## config.mk

```make
export PLATFORM = sky130hd
export DESIGN_NAME = button_conditioner
export DESIGN_NICKNAME = d
export VERILOG_FILES = /design/src/rtl/button_conditioner_pkg.sv /design/src/rtl/button_conditioner_debounce.sv /design/src/rtl/button_conditioner.sv
export SDC_FILE = /design/constraint.sdc
export NUM_CORES = 1
export LEC_CHECK = 0
export BUFFER_PORTS_ARGS = -buffer_cell sky130_fd_sc_hd__buf_2
export CAP_MARGIN = 20
export CORE_MARGIN = 1
export CORE_UTILIZATION = 40
export CTS_CLUSTER_DIAMETER = 120
export DETAILED_ROUTE_END_ITERATION = 8
export GPL_ROUTABILITY_DRIVEN = 0
export GPL_TIMING_DRIVEN = 0
export PLACE_DENSITY = 0.56
export SYNTH_ARGS = -nofsm -noshare
export SYNTH_HDL_FRONTEND = slang
export SYNTH_SLANG_ARGS = --single-unit
```

## constraint.sdc

```tcl
create_clock -name clk -period 9.2 [get_ports clk]
set_clock_uncertainty 0.15 [all_clocks]
set_input_delay 2.3 -clock clk [delete_from_list [all_inputs] [get_ports clk]]
set_output_delay 2.3 -clock clk [all_outputs]
set_load 0.03 [all_outputs]
```

## src/rtl/button_conditioner_pkg.sv

```systemverilog
// -----------------------------------------------------------------------------
// button_conditioner_pkg
// Shared button indices, button count, debounce FSM state type and a small
// helper for lowest-index arbitration. The opcode generator imports the same
// package so both sides agree on which bit is which button.
// -----------------------------------------------------------------------------
package button_conditioner_pkg;

  localparam int BTN_ADD = 0;  // up
  localparam int BTN_SUB = 1;  // left
  localparam int BTN_MUL = 2;  // right
  localparam int BTN_SQR = 3;  // down
  localparam int BTN_SEL = 4;  // mid
  localparam int N_BTN   = 5;

  typedef enum logic [1:0] {
    ST_STABLE_LO,
    ST_WAIT_HI,
    ST_STABLE_HI,
    ST_WAIT_LO
  } deb_state_t;

  // Isolates the lowest set bit: v & -v.
  function automatic logic [N_BTN-1:0] lowest_set(input logic [N_BTN-1:0] v);
    return v & (~v + N_BTN'(1));
  endfunction

endpackage

```

## src/rtl/button_conditioner_debounce.sv

```systemverilog
// -----------------------------------------------------------------------------
// button_debounce
// One button: 2-flop synchroniser followed by a counter-based debounce FSM.
// The debounced level only changes after the synchronised input has held the
// new value for DEBOUNCE_CYCLES consecutive clock edges.
// Ports:
//   clk       in  system clock
//   rst       in  asynchronous active-high reset
//   raw_in    in  raw, asynchronous, bouncing button pin
//   level_out out debounced level
// -----------------------------------------------------------------------------
module button_debounce
  import button_conditioner_pkg::*;
#(
  parameter int DEBOUNCE_CYCLES = 1_000_000,
  parameter int CNT_W           = 20
) (
  input  logic clk,
  input  logic rst,
  input  logic raw_in,
  output logic level_out
);

  localparam logic [CNT_W-1:0] CNT_LAST = CNT_W'(DEBOUNCE_CYCLES - 1);
  localparam logic [CNT_W-1:0] CNT_ONE  = CNT_W'(1);

  logic [1:0]       sync_reg;
  logic             sync;
  deb_state_t       state_reg, state_next;
  logic [CNT_W-1:0] cnt_reg, cnt_next;

  always_ff @(posedge clk or posedge rst) begin
    if (rst) begin
      sync_reg <= 2'b00;
    end else begin
      sync_reg <= {sync_reg[0], raw_in};
    end
  end

  assign sync = sync_reg[1];

  always_ff @(posedge clk or posedge rst) begin
    if (rst) begin
      state_reg <= ST_STABLE_LO;
      cnt_reg   <= '0;
    end else begin
      state_reg <= state_next;
      cnt_reg   <= cnt_next;
    end
  end

  // The counter counts edges on which sync differs from the accepted level;
  // it is cleared on acceptance or on a bounce, so it can never pass CNT_LAST.
  always_comb begin
    state_next = state_reg;
    cnt_next   = cnt_reg;
    unique case (state_reg)
      ST_STABLE_LO: begin
        if (sync) begin
          state_next = ST_WAIT_HI;
          cnt_next   = CNT_ONE;
        end
      end
      ST_WAIT_HI: begin
        if (!sync) begin
          state_next = ST_STABLE_LO;
          cnt_next   = '0;
        end else if (cnt_reg == CNT_LAST) begin
          state_next = ST_STABLE_HI;
          cnt_next   = '0;
        end else begin
          cnt_next = cnt_reg + CNT_ONE;
        end
      end
      ST_STABLE_HI: begin
        if (!sync) begin
          state_next = ST_WAIT_LO;
          cnt_next   = CNT_ONE;
        end
      end
      ST_WAIT_LO: begin
        if (sync) begin
          state_next = ST_STABLE_HI;
          cnt_next   = '0;
        end else if (cnt_reg == CNT_LAST) begin
          state_next = ST_STABLE_LO;
          cnt_next   = '0;
        end else begin
          cnt_next = cnt_reg + CNT_ONE;
        end
      end
      default: begin
        state_next = ST_STABLE_LO;
        cnt_next   = '0;
      end
    endcase
  end

  // The accepted level is 1 while high is stable or a release is pending.
  assign level_out = (state_reg == ST_STABLE_HI) || (state_reg == ST_WAIT_LO);

endmodule

```

## src/rtl/button_conditioner.sv

```systemverilog
// -----------------------------------------------------------------------------
// button_conditioner
// Conditions the five board push-buttons into clean single-cycle press pulses.
// Each button is synchronised and debounced independently; the top then
// edge-detects the debounced levels and arbitrates so that at most one pulse
// fires per cycle.
// Ports:
//   clk                  in  system clock
//   rst                  in  asynchronous active-high reset
//   btn_raw_in[4:0]      in  raw pins: 0=up/add 1=left/sub 2=right/mul
//                            3=down/square 4=mid/select
//   b_*_out              out one-cycle accepted-press pulse per button
//   btn_level_out[4:0]   out debounced levels, not affected by arbitration
// -----------------------------------------------------------------------------
module button_conditioner
  import button_conditioner_pkg::*;
#(
  parameter int DEBOUNCE_CYCLES = 1_000_000,
  parameter int CNT_W           = 20
) (
  input  logic             clk,
  input  logic             rst,
  input  logic [N_BTN-1:0] btn_raw_in,
  output logic             b_up_add_out,
  output logic             b_left_subtract_out,
  output logic             b_right_multiply_out,
  output logic             b_down_square_out,
  output logic             b_mid_select_out,
  output logic [N_BTN-1:0] btn_level_out
);

  logic [N_BTN-1:0] level;
  logic [N_BTN-1:0] level_prev_reg;
  logic [N_BTN-1:0] rise;
  logic [N_BTN-1:0] pulse_reg, pulse_next;

  generate
    for (genvar gi = 0; gi < N_BTN; gi++) begin : g_btn
      button_debounce #(
        .DEBOUNCE_CYCLES (DEBOUNCE_CYCLES),
        .CNT_W           (CNT_W)
      ) u_debounce (
        .clk       (clk),
        .rst       (rst),
        .raw_in    (btn_raw_in[gi]),
        .level_out (level[gi])
      );
    end
  endgenerate

  assign rise = level & ~level_prev_reg;

  // A rising button has its own previous level at 0, so "no other button was
  // held last cycle" reduces to "no button was held last cycle". A press made
  // while anything is held is therefore dropped for good, and among
  // simultaneous rises the lowest index takes the only pulse.
  always_comb begin
    pulse_next = '0;
    if (level_prev_reg == '0) begin
      pulse_next = lowest_set(rise);
    end
  end

  always_ff @(posedge clk or posedge rst) begin
    if (rst) begin
      level_prev_reg <= '0;
      pulse_reg      <= '0;
    end else begin
      level_prev_reg <= level;
      pulse_reg      <= pulse_next;
    end
  end

  assign b_up_add_out         = pulse_reg[BTN_ADD];
  assign b_left_subtract_out  = pulse_reg[BTN_SUB];
  assign b_right_multiply_out = pulse_reg[BTN_MUL];
  assign b_down_square_out    = pulse_reg[BTN_SQR];
  assign b_mid_select_out     = pulse_reg[BTN_SEL];
  assign btn_level_out        = level;

endmodule

```

==> impl_metrics.csv <==
group,metric,value,unit
outcome,status,"completed",
worst_hold_path,hold_start,"g_btn[4].u_debounce.sync_reg[0]",
place,io_buffers,16,
sta,fmax,267,MHz
power_and_ir_drop,powerDensity,269,nW/µm²
cells_and_area,n_antenna_cell,0,
synthesis,ys_ff_latch,130,
cells_and_area,final_core_util,47.8,%
worst_setup_path,required,6.75,ns
sta,finalCriticalPeriod,3.74,ns
cts,cts_root_buf,"clkbuf_16",
sta,setup_violations,0,
floorplanning,design.die.area,17100,µm²
synthesis,post-synth-top-area-cell,"dfrtp_1",
synthesis,postSynthAreaPerCell,9.59,µm²
power_and_ir_drop,irDropWorstVdd,0.166,mV
synthesis,synth_cells,691,
synthesis,synth_top_area_share,49.1,%
cells_and_area,area_delta_synth_final,15.5,%
cts,cts_num_sinks,130,
synthesis,yosys.cell_count.top_type,"dfrtp_1",
drt,vias,5452,
floorplanning,die_h,131,µm
worst_setup_path,reg2regPathDepth,6,
sta,finalHoldViolations,0,
global_route,grt_max_degree,95,
cells_and_area,finalNonFillerCells,956,
worst_hold_path,min_path_cells,0,
worst_setup_path,reg2reg_slack,6.50,ns
cells_and_area,drive_gt1_share,11.2,%
drt,dr.pass1.iters,5,
floorplanning,num_io_pins,17,
sta,postLayoutSetupSlackWorst,5.46,ns
sta,hold-worst-slack,0.198,ns
floorplanning,initial_core_util,41.4,%
sta,max_slew.worst_pin.slew,1.09,ns
global_route,use_met1,25.7,%
place,hpwl,9710,µm
worst_setup_path,worstSetupEndpointType,"primary output",
place,place_inst,924,
cts,clock_path_buffers,2,
place,place_ws,5.89,ns
worst_setup_path,critPathMaxStageDelay,0.44,ns
drt,drtIter0Drc,336,
synthesis,yosys-top-cells-count,"dfrtp_1, nand2_1, a31oi_1",
floorplanning,die_x,131,µm
worst_hold_path,hold_path_end,"g_btn[4].u_debounce.sync_reg[1]",
cells_and_area,fill_cells,1551,
global_route,grt_pass1_vias,5218,
sta,timing.final.crit_share,40.6,%
worst_setup_path,path_cells,"clkbuf_1, buf_4, buf_2",
global_route,grt.total_usage,19.2,%
cells_and_area,nNetsFinal,740,
worst_setup_path,cp-start-kind,"register",
synthesis,ys_types,54,
cells_and_area,largest_register_ffs,100,
drt,wl_per_cell,15.5,µm
synthesis,async_flop_share,100,%
drt,ant_nets,0,
cts,htree_num_levels,4,
drt,wl,14800,µm
cts,cts_buffers,17,
drt,drc,0,
sta,setup_tns,0,ns
global_route,grt_overflow,0,
sta,rsz0062_at_grt,"no",
global_route,use_met3,4.11,%
cts,post_cts_buffers,0,
synthesis,ys_seq_area_share,49.1,%
worst_setup_path,rr_startpoint,"g_btn[2].u_debounce.cnt_reg[0]",
job,cap_violations,0,
cts,path_clk_slew,0.06,ns
sta,slew_violations,0,
synthesis,ys.warnings.count,0,
cts,clk_latency,0.42,ns
global_route,busiest_layer,"met2",
cts,post_cts_resized,0,
power_and_ir_drop,leakagePower,3.24,nW
drt,routed_via_density,5.70,
worst_hold_path,hold_class,"reg -> reg",
sta,relSlewSlack,26.7,%
worst_setup_path,r2r_end,"g_btn[2].u_debounce.cnt_reg[16]",
synthesis,synth_nets,703,
worst_setup_path,crit_type,"reg -> out",
synthesis,synth_edf_count,0,
synthesis,synthesis.area,6630,µm²
global_route,met2_usage,30.4,%
synthesis,synth_area_leaders,"dfrtp_1, a31oi_1, nand3_1",
floorplanning,core_area,16000,µm²
worst_setup_path,cp_slowest_cell,"dfrtp_1",
cts,cts_tree,"built",
worst_setup_path,cp_max_fo,6,
synthesis,ys.flop_type,"dfrtp_1",
global_route,grt_pass1_wl,25500,µm
floorplanning,num_rows,46,
global_route,antenna_found_initial,0,
worst_setup_path,critical_path_arrival,1.29,ns
cts,hold_buffers,0,
## logic make-up (layout without fill, tap and decap cells)
family / Yosys count / after routing / share of synthesized area, %
AO/OA/AOI/OAI: 193 / 193 / 19.0
XOR/XNOR: 19 / 19 / 2.51
adder cells (fa/ha/maj): 5 / 5 / 0.944
buffers and inverters: 46 / 95 / 3.29
flip-flops: 130 / 130 / 49.1
multiplexers: 15 / 15 / 2.36
AND/OR/NAND/NOR: 283 / 283 / 22.8
## cell usage in the layout (no fill, tap or decap), types with 3 or more instances in the layout
master,count
a21o_1,9
buf_1,4
clkbuf_16,17
nand2_1,65
a22o_1,23
mux2_2,5
buf_2,25
clkbuf_1,19
nand2b_1,18
xor2_1,13
o21a_1,6
or2_2,6
bufinv_16,5
o21ai_0,30
or3_1,4
clkinv_2,3
a21boi_0,5
and3_1,14
mux2i_1,10
a41oi_1,10
a31oi_1,58
ha_1,5
dfrtp_1,130
nor2_1,38
and2_1,7
inv_1,8
a21oi_1,43
nor3_1,6
xnor2_1,6
nor4_1,17
buf_4,5
nor2b_1,5
and4_1,6
nand4_1,21
nand3_1,57
or4_1,3
## final cells by class
type,count,area (µm²),area share [%]
Sequential cell,130,3250,42.5
Multi-Input combinational cell,515,3160,41.2
Clock buffer,21,460,6.01
Tap cell,216,270,3.53
Buffer,37,184,2.40
Clock inverter,10,181,2.37
Timing Repair Buffer,18,113,1.47
Inverter,9,38.8,0.507
## metal layers
layer | part of all wire (%) | vias to the layer above
met5 | 0 | -
met4 | 1.7 | 0
met3 | 3.5 | 16
met2 | 47 | 96
met1 | 48 | 2672
li1 | - | 2668
## power breakdown
part / internal (mW) / leakage, nW / switching, mW
registers: 0.640 / 1.74 / 0.0787
logic: 0.216 / 1.19 / 0.386
clock network: 0.492 / 0.313 / 0.248
## critical path: cells and delay by family (launching register included)
family / cells / cell delay [ns]
buf+inv: 3 / 0.43
flops: 1 / 0.44
## worst max path at each step
stage	startpoint	depth (start not counted)	to
2_1_floorplan	rst	1	asynchronous set/reset pin
3_3_place_gp	rst	2	g_btn[0].u_debounce.cnt_reg[8]
3_5_place_dp	register	3	btn_level_out[0]
4_1_cts	register	3	btn_level_out[0]
5_1_grt	register	3	btn_level_out[0]
6_report	register	3	btn_level_out[0]
## metrics by stage
step                power, mW  instance area (µm²)
floorplan                1.16                 6630
global placement         1.32                 6980
detailed placement       1.33                 7010
CTS                      2.08                 7650
global route             2.19                 7660
finish                   2.06                 7660
(Power assumes the default switching activity.)
